File: src/rtl/ping_pong_pkg.sv
// Shared defaults for the ping-pong buffer reader: word geometry, tile depth,
// run length and the reader FSM state encoding.
package ping_pong_pkg;

    localparam int WIDTH          = 8;
    localparam int CHUNK_SIZE     = 2;
    localparam int NUM_CORES_A    = 2;
    localparam int NUM_CORES_B    = 1;
    localparam int MODULE_WIDTH_W = WIDTH * CHUNK_SIZE * NUM_CORES_A * NUM_CORES_B;
    localparam int TOTAL_DEPTH_W  = 8;
    localparam int ADDR_WIDTH_W   = $clog2(TOTAL_DEPTH_W);
    localparam int MAX_FLAG_PP    = 4;

    typedef enum logic [2:0] {
        IDLE    = 3'd0,
        READ    = 3'd1,
        DRAIN   = 3'd2,
        RELEASE = 3'd3,
        DONE    = 3'd4
    } rd_state_e;

endpackage

File: src/rtl/pp_skid_fifo.sv
// Two-entry output FIFO between the bank read port and the downstream
// valid/ready interface; the head entry is held until it is popped.
module pp_skid_fifo #(
    parameter int W = 8
) (
    input  logic         clk,
    input  logic         rst_n,
    input  logic         push,
    input  logic [W-1:0] push_data,
    input  logic         pop,
    output logic         valid,
    output logic [W-1:0] data,
    output logic [1:0]   count
);

    logic [W-1:0] mem_r [2];
    logic         wr_ptr_r;
    logic         rd_ptr_r;
    logic [1:0]   count_r;

    // Storage, pointers and occupancy; pop is only ever asserted when valid.
    always_ff @(posedge clk or negedge rst_n) begin
        if (!rst_n) begin
            mem_r[0] <= '0;
            mem_r[1] <= '0;
            wr_ptr_r <= 1'b0;
            rd_ptr_r <= 1'b0;
            count_r  <= 2'd0;
        end else begin
            if (push) begin
                mem_r[wr_ptr_r] <= push_data;
                wr_ptr_r        <= ~wr_ptr_r;
            end
            if (pop) begin
                rd_ptr_r <= ~rd_ptr_r;
            end
            case ({push, pop})
                2'b10:   count_r <= count_r + 2'd1;
                2'b01:   count_r <= count_r - 2'd1;
                default: count_r <= count_r;
            endcase
        end
    end

    assign valid = (count_r != 2'd0);
    assign data  = mem_r[rd_ptr_r];
    assign count = count_r;

endmodule

File: src/rtl/pp_buffer_reader.sv
// Reads complete tiles alternately from two ping-pong banks, streams the words
// through a credit-limited two-entry FIFO, and hands each bank back when done.
module pp_buffer_reader
    import ping_pong_pkg::*;
#(
    parameter int MODULE_WIDTH = MODULE_WIDTH_W,
    parameter int TOTAL_DEPTH  = TOTAL_DEPTH_W,
    parameter int ADDR_WIDTH   = $clog2(TOTAL_DEPTH),
    parameter int MAX_FLAG     = MAX_FLAG_PP
) (
    input  logic                          clk,
    input  logic                          rst_n,
    input  logic                          start_i,
    input  logic [1:0]                    bank_full_i,
    output logic [1:0]                    bank_release_o,
    output logic                          rd_en_o,
    output logic                          rd_bank_o,
    output logic [ADDR_WIDTH-1:0]         rd_addr_o,
    input  logic [MODULE_WIDTH-1:0]       rd_data_i,
    output logic                          out_valid_o,
    input  logic                          out_ready_i,
    output logic [MODULE_WIDTH-1:0]       out_data_o,
    output logic                          out_last_o,
    output logic [$clog2(MAX_FLAG+1)-1:0] tile_cnt_o,
    output logic                          done_o
);

    localparam int CNT_W = $clog2(MAX_FLAG + 1);
    localparam logic [ADDR_WIDTH-1:0] LAST_ADDR = ADDR_WIDTH'(TOTAL_DEPTH - 1);
    localparam logic [CNT_W-1:0]      MAX_CNT   = CNT_W'(MAX_FLAG);

    rd_state_e             state_r;
    logic                  cur_bank_r;
    logic [ADDR_WIDTH-1:0] addr_r;
    logic                  inflight_r;
    logic                  inflight_last_r;
    logic [1:0]            release_r;
    logic [CNT_W-1:0]      tile_cnt_r;
    logic                  done_r;

    logic                  issue_s;
    logic                  pop_s;
    logic [1:0]            committed_s;
    logic                  fifo_valid_s;
    logic [1:0]            fifo_count_s;
    logic [MODULE_WIDTH:0] fifo_word_s;
    logic                  fifo_last_s;

    assign fifo_last_s = fifo_word_s[MODULE_WIDTH];
    assign pop_s       = fifo_valid_s & out_ready_i;

    // Credit: the word leaving this cycle frees its slot, so a full-rate
    // stream keeps one word in the FIFO and one read in flight.
    always_comb begin
        committed_s = fifo_count_s + {1'b0, inflight_r} - {1'b0, pop_s};
        if (state_r == READ) begin
            issue_s = (committed_s < 2'd2);
        end else begin
            issue_s = 1'b0;
        end
    end

    // Reader FSM with read-return tracking, release pulse and run counters.
    always_ff @(posedge clk or negedge rst_n) begin
        if (!rst_n) begin
            state_r         <= IDLE;
            cur_bank_r      <= 1'b0;
            addr_r          <= '0;
            inflight_r      <= 1'b0;
            inflight_last_r <= 1'b0;
            release_r       <= 2'b00;
            tile_cnt_r      <= '0;
            done_r          <= 1'b0;
        end else begin
            inflight_r      <= issue_s;
            inflight_last_r <= issue_s && (addr_r == LAST_ADDR);
            release_r       <= 2'b00;
            case (state_r)
                IDLE: begin
                    if (bank_full_i[cur_bank_r]) begin
                        state_r <= READ;
                        addr_r  <= '0;
                    end
                end
                READ: begin
                    if (issue_s) begin
                        if (addr_r == LAST_ADDR) begin
                            addr_r  <= '0;
                            state_r <= DRAIN;
                        end else begin
                            addr_r <= addr_r + ADDR_WIDTH'(1);
                        end
                    end
                end
                DRAIN: begin
                    // The tagged word is the final one of the tile, so its
                    // departure leaves nothing buffered or in flight.
                    if (pop_s && fifo_last_s) begin
                        state_r   <= RELEASE;
                        release_r <= cur_bank_r ? 2'b10 : 2'b01;
                    end
                end
                RELEASE: begin
                    cur_bank_r <= ~cur_bank_r;
                    tile_cnt_r <= tile_cnt_r + CNT_W'(1);
                    if ((tile_cnt_r + CNT_W'(1)) == MAX_CNT) begin
                        state_r <= DONE;
                        done_r  <= 1'b1;
                    end else begin
                        state_r <= IDLE;
                    end
                end
                DONE: begin
                    if (start_i) begin
                        tile_cnt_r <= '0;
                        done_r     <= 1'b0;
                        state_r    <= IDLE;
                    end
                end
                default: begin
                    state_r <= IDLE;
                end
            endcase
        end
    end

    pp_skid_fifo #(
        .W (MODULE_WIDTH + 1)
    ) u_fifo (
        .clk       (clk),
        .rst_n     (rst_n),
        .push      (inflight_r),
        .push_data ({inflight_last_r, rd_data_i}),
        .pop       (pop_s),
        .valid     (fifo_valid_s),
        .data      (fifo_word_s),
        .count     (fifo_count_s)
    );

    assign rd_en_o        = issue_s;
    assign rd_bank_o      = cur_bank_r;
    assign rd_addr_o      = addr_r;
    assign bank_release_o = release_r;
    assign out_valid_o    = fifo_valid_s;
    assign out_data_o     = fifo_word_s[MODULE_WIDTH-1:0];
    assign out_last_o     = fifo_last_s;
    assign tile_cnt_o     = tile_cnt_r;
    assign done_o         = done_r;

endmodule
File: config.mk
export PLATFORM = sky130hd
export DESIGN_NAME = pp_buffer_reader
export DESIGN_NICKNAME = d
export VERILOG_FILES = /design/src/rtl/ping_pong_pkg.sv /design/src/rtl/pp_skid_fifo.sv /design/src/rtl/pp_buffer_reader.sv
export SDC_FILE = /design/constraint.sdc
export NUM_CORES = 1
export LEC_CHECK = 0
export BUFFER_PORTS_ARGS = -buffer_cell sky130_fd_sc_hd__buf_4
export CORE_ASPECT_RATIO = 1.1
export CORE_MARGIN = 4
export CORE_UTILIZATION = 36
export DETAILED_ROUTE_END_ITERATION = 8
export PLACE_DENSITY_LB_ADDON = 0.2
export SYNTH_ARGS = -nofsm -noshare
export SYNTH_HDL_FRONTEND = slang
export SYNTH_HIERARCHICAL = 1
export SYNTH_SLANG_ARGS = --single-unit
File: constraint.sdc
create_clock -name clk -period 5.2 [get_ports clk]
set_input_delay 1.04 -clock clk [delete_from_list [all_inputs] [get_ports clk]]
set_output_delay 1.04 -clock clk [all_outputs]
set_load 0.005 [all_outputs]
==> metrics.md <==
| Metric | Value |
|---|---|
| Initial DRC Count | 46 |
| Setup Crit Path Kind | in -> out |
| Final period utilization | 65.13% |
| Insertion delay to the later sink of the worst-skew pair | approximately 0.33 ns |
| Actual slew at the worst max-slew pin | roughly 1 ns |
| Type of origin of the critical path | input port |
| Count of flip-flops with a built-in enable after synthesis | 0 |
| Hpwl dp | between 4000 and 5000 um |
| Antenna Cells | 0 |
| Maximum vdd drop | between 300 and 400 uV |
| Top-level port count | 83 |
| Nets | about 390 |
| Synth Area in XOR/XNOR | 2.722% |
| Int Pwr | roughly 2200 uW |
| Setup Buffers After CTS | 0 |
| Routed WL per cell | 14.97 um |
| Slew HR | 32.05% |
| Final routed DRC violation total | 0 |
| Largest net degree at the start of global routing | 45 |
| CP delay by family, top | simple AND/OR/NAND/NOR gates |
| Buffers and inverters on the worst path | 2 |
| Sequential fraction of design power | ~38% |
| CTS tree | done |
| Fmax | 295.2 MHz |
| Comb power frac | 44.0% |
| CTS Hold Bufs | 0 |
| Synth warn | 6 |
| Worst-path fanout max | 8 |
| Simple-gate area share of the yosys netlist | approximately 4.6% |
| Most frequent cells in the layout | mux2_2 (97), dfrtp_1 (84), buf_4 (83) |
| Fill cell count | a little under 1k |
| Slowest CP cell | ha_1 |
| Library cells used by synthesis | 37 |
| Final hold violation count | 0 |
| Ys flop type | dfrtp_1 |
| Most common cell after layout, fill and taps aside | mux2_2 |
| Crit-path most repeated cell | buf_4 |
| Area of the multi-input gates | around 1600 um2 |
| Power Total | 3236 uW |
| Status | finished, final reports clean |
| Initial core utilization | between 30 and 40% |
| Die H | about 120 um |
| Cts bufs inserted | 9 |
| Synthesized cell area | just under 4000 um2 |
| Area share of fa/ha/maj cells after synthesis | 1.944% |
| RSZ-0062 raised after global routing | false |
| Pre-CTS setup slack | approximately 1.8 ns |
| Worst stage delay on the critical path | ~0.30 ns |
| # H-tree levels | 3 |
| Port bufs | 82 |
| Clk network pwr share | approximately 18% |
| Worst setup margin | around 1.8 ns |
| P_sw | ~990 uW |
| Initial antenna violation count | 0 |
| Die W | 106.7 um |
| Final setup vio count | 0 |
| Hold Crit Class | reg -> reg |
| Post-synthesis compound-gate area fraction | between 2 and 3% |
| Register area share after synthesis | 55.09% |
| Gr usage total | between 10% and 20% |
| Routability cong. | between 0.7 and 0.8 |
| Asr flop ratio synth | between 90% and 100% |
| Root Buffer | clkbuf_16 |
| WL final | around 7400 um |
| Yosys reg bits | 85 |
| Crit. End Element | output pin |
| Hold WS | 0.4840 ns |
| Storage element area | 2128 um2 |
| Grt ovf | 0 |
| FP Rows | 39 |
| Syn Nets | 313 |
| Sw Ratio | between 30% and 40% |
| Post-Syn Area per Cell | ~14 um2 |
| Reg clk slew, reported paths | roughly 0.060 ns |
| Setup Skew | roughly 0.0078 ns |
| Final Critical Period | ~3.4 ns |
| Synth Instances | between 200 and 300 |
| Post-CTS Resized | 0 |
| PD cells | around 670 nW/um2 |
| Largest family of logic cells by synthesized area | multiplexers |
| Setup_tns | 0 ns |
| Worst path required time | about 4.2 ns |
| Die area | approximately 12000 um2 |
| Clock Path Buffers | 2 |
| Routed Antenna Nets | 0 |
| First drt pass iteration count | 4 |
| Leak pwr | approximately 0.0021 uW |
| Share of cells above drive strength 1 | between 50 and 60% |
| Worst path cell trace | buf_4, and2_1, ha_1, nor2b_1, xnor2_4, nor2_1, buf_4 |
| Final slew viol count | 0 |
| Max-cap viol count | 0 |
| Arrival @ worst endpoint | 2.35 ns |
| First-pass GRT wire length | about 12000 um |
| Mux contribution to synthesized area | ~30% |
| Vias in the first global route | between 2k and 3k |
| # clock sinks | 85 |
| Area Growth Syn to Fin | 24.92% |
| DR vias/cell | slightly below 5 |
| CORE AREA | around 10000 um2 |
| Via count | approximately 2.4k |
-- metal layers --
metal / vias to the layer above / share of wire (%) / track usage, %
met4: 0 / 1.9 / 5.882
met5: - / 0 / 0
li1: 1114 / - / -
met3: 11 / 5.9 / 3.427
met2: 64 / 47 / 20.28
met1: 1202 / 46 / 16.12
-- worst register-to-register path, stage by stage (launching register included) --
cell	delay (ns)
dfrtp_1	0.42
or2_2	0.33
and2_1	0.21
ha_1	0.30
nor2b_1	0.28
xnor2_4	0.15
a21oi_2	0.17
mux2_1	0.32
-- power groups by stage --
stage                     clock [uW]  combinational [uW]  sequential [uW]
after floorplan                    0                1020             1120
after global placement             0                1430             1230
after detailed placement           0                1450             1240
after CTS                        608                1460             1230
after global routing             638                1570             1280
final                            586                1430             1230
-- cells in the mapped netlist, types with 2 or more instances --
cell | count | area (um2)
a21oi_1 | 2 | 10.01
a221oi_1 | 2 | 17.52
buf_2 | 6 | 30.03
buf_6 | 7 | 78.83
dfrtp_1 | 85 | 2127
ha_1 | 6 | 75.07
inv_1 | 5 | 18.77
mux2_1 | 3 | 33.78
mux2_2 | 97 | 1092
nand2_1 | 9 | 33.78
nand3_1 | 7 | 35.03
nor2_1 | 6 | 22.52
nor3_1 | 2 | 10.01
o21ai_1 | 3 | 15.01
or3b_1 | 2 | 17.52
xnor2_1 | 3 | 26.28
xor2_1 | 4 | 35.03
-- cells by family after synthesis --
group                    count (synthesis)
multiplexers                           101
AND/OR/NAND/NOR                         34
XOR/XNOR                                 9
flip-flops                              85
AO/OA/AOI/OAI                           15
buffers and inverters                   19
adder cells (fa/ha/maj)                  6
-- per-stage QoR --
stage | cell area, um2 | utilization [%] | cells
final | 4823 | 46.19 | 496
after CTS | 4823 | 46.19 | 496
after floorplan | 3861 | - | 269
after global placement | 4552 | 43.59 | 481
after detailed placement | 4552 | 43.59 | 481
after global routing | 4823 | 46.19 | 496
-- layout make-up --
| cell class | instances | area share [%] |
|---|---|---|
| flip-flops and latches | 85 | 44.12 |
| multi-input cells | 165 | 33.23 |
| repair buffers | 83 | 12.92 |
| clock buffers | 14 | 5.473 |
| well taps | 143 | 3.709 |
| inverters | 5 | 0.3891 |
| clock inverters | 1 | 0.1556 |
-- final timing paths --
path / to / start / slack [ns] / cells after the start
setup / recovery: rd_en_o / out_ready_i / 1.81 / 7
hold / removal: u_fifo/mem_r[55] / u_fifo/mem_r[55] / 0.48 / 1
setup reg to reg: rd_addr_o[1] / u_fifo/count[0] / 2.91 / 7
hold reg to reg: u_fifo/mem_r[55] / u_fifo/mem_r[55] / 0.48 / 1
max in group asynchronous: u_fifo/mem_r[51] / rst_n / 3.54 / 2
min in group asynchronous: u_fifo/mem_r[53] / rst_n / 0.69 / 1
-- flip-flops by register name, indices dropped and copies added (netlist names) --
name / count
rd_bank_o: 1
state_r: 3
tile_cnt_o: 3
inflight_r: 1
rd_addr_o: 3
inflight_last_r: 1
done_o: 1
u_fifo/wr_ptr_r: 1
u_fifo/count: 2
bank_release_o: 2
u_fifo/rd_ptr_r: 1
u_fifo/mem_r: 66
Note: power is estimated with default switching activity, not from simulation.
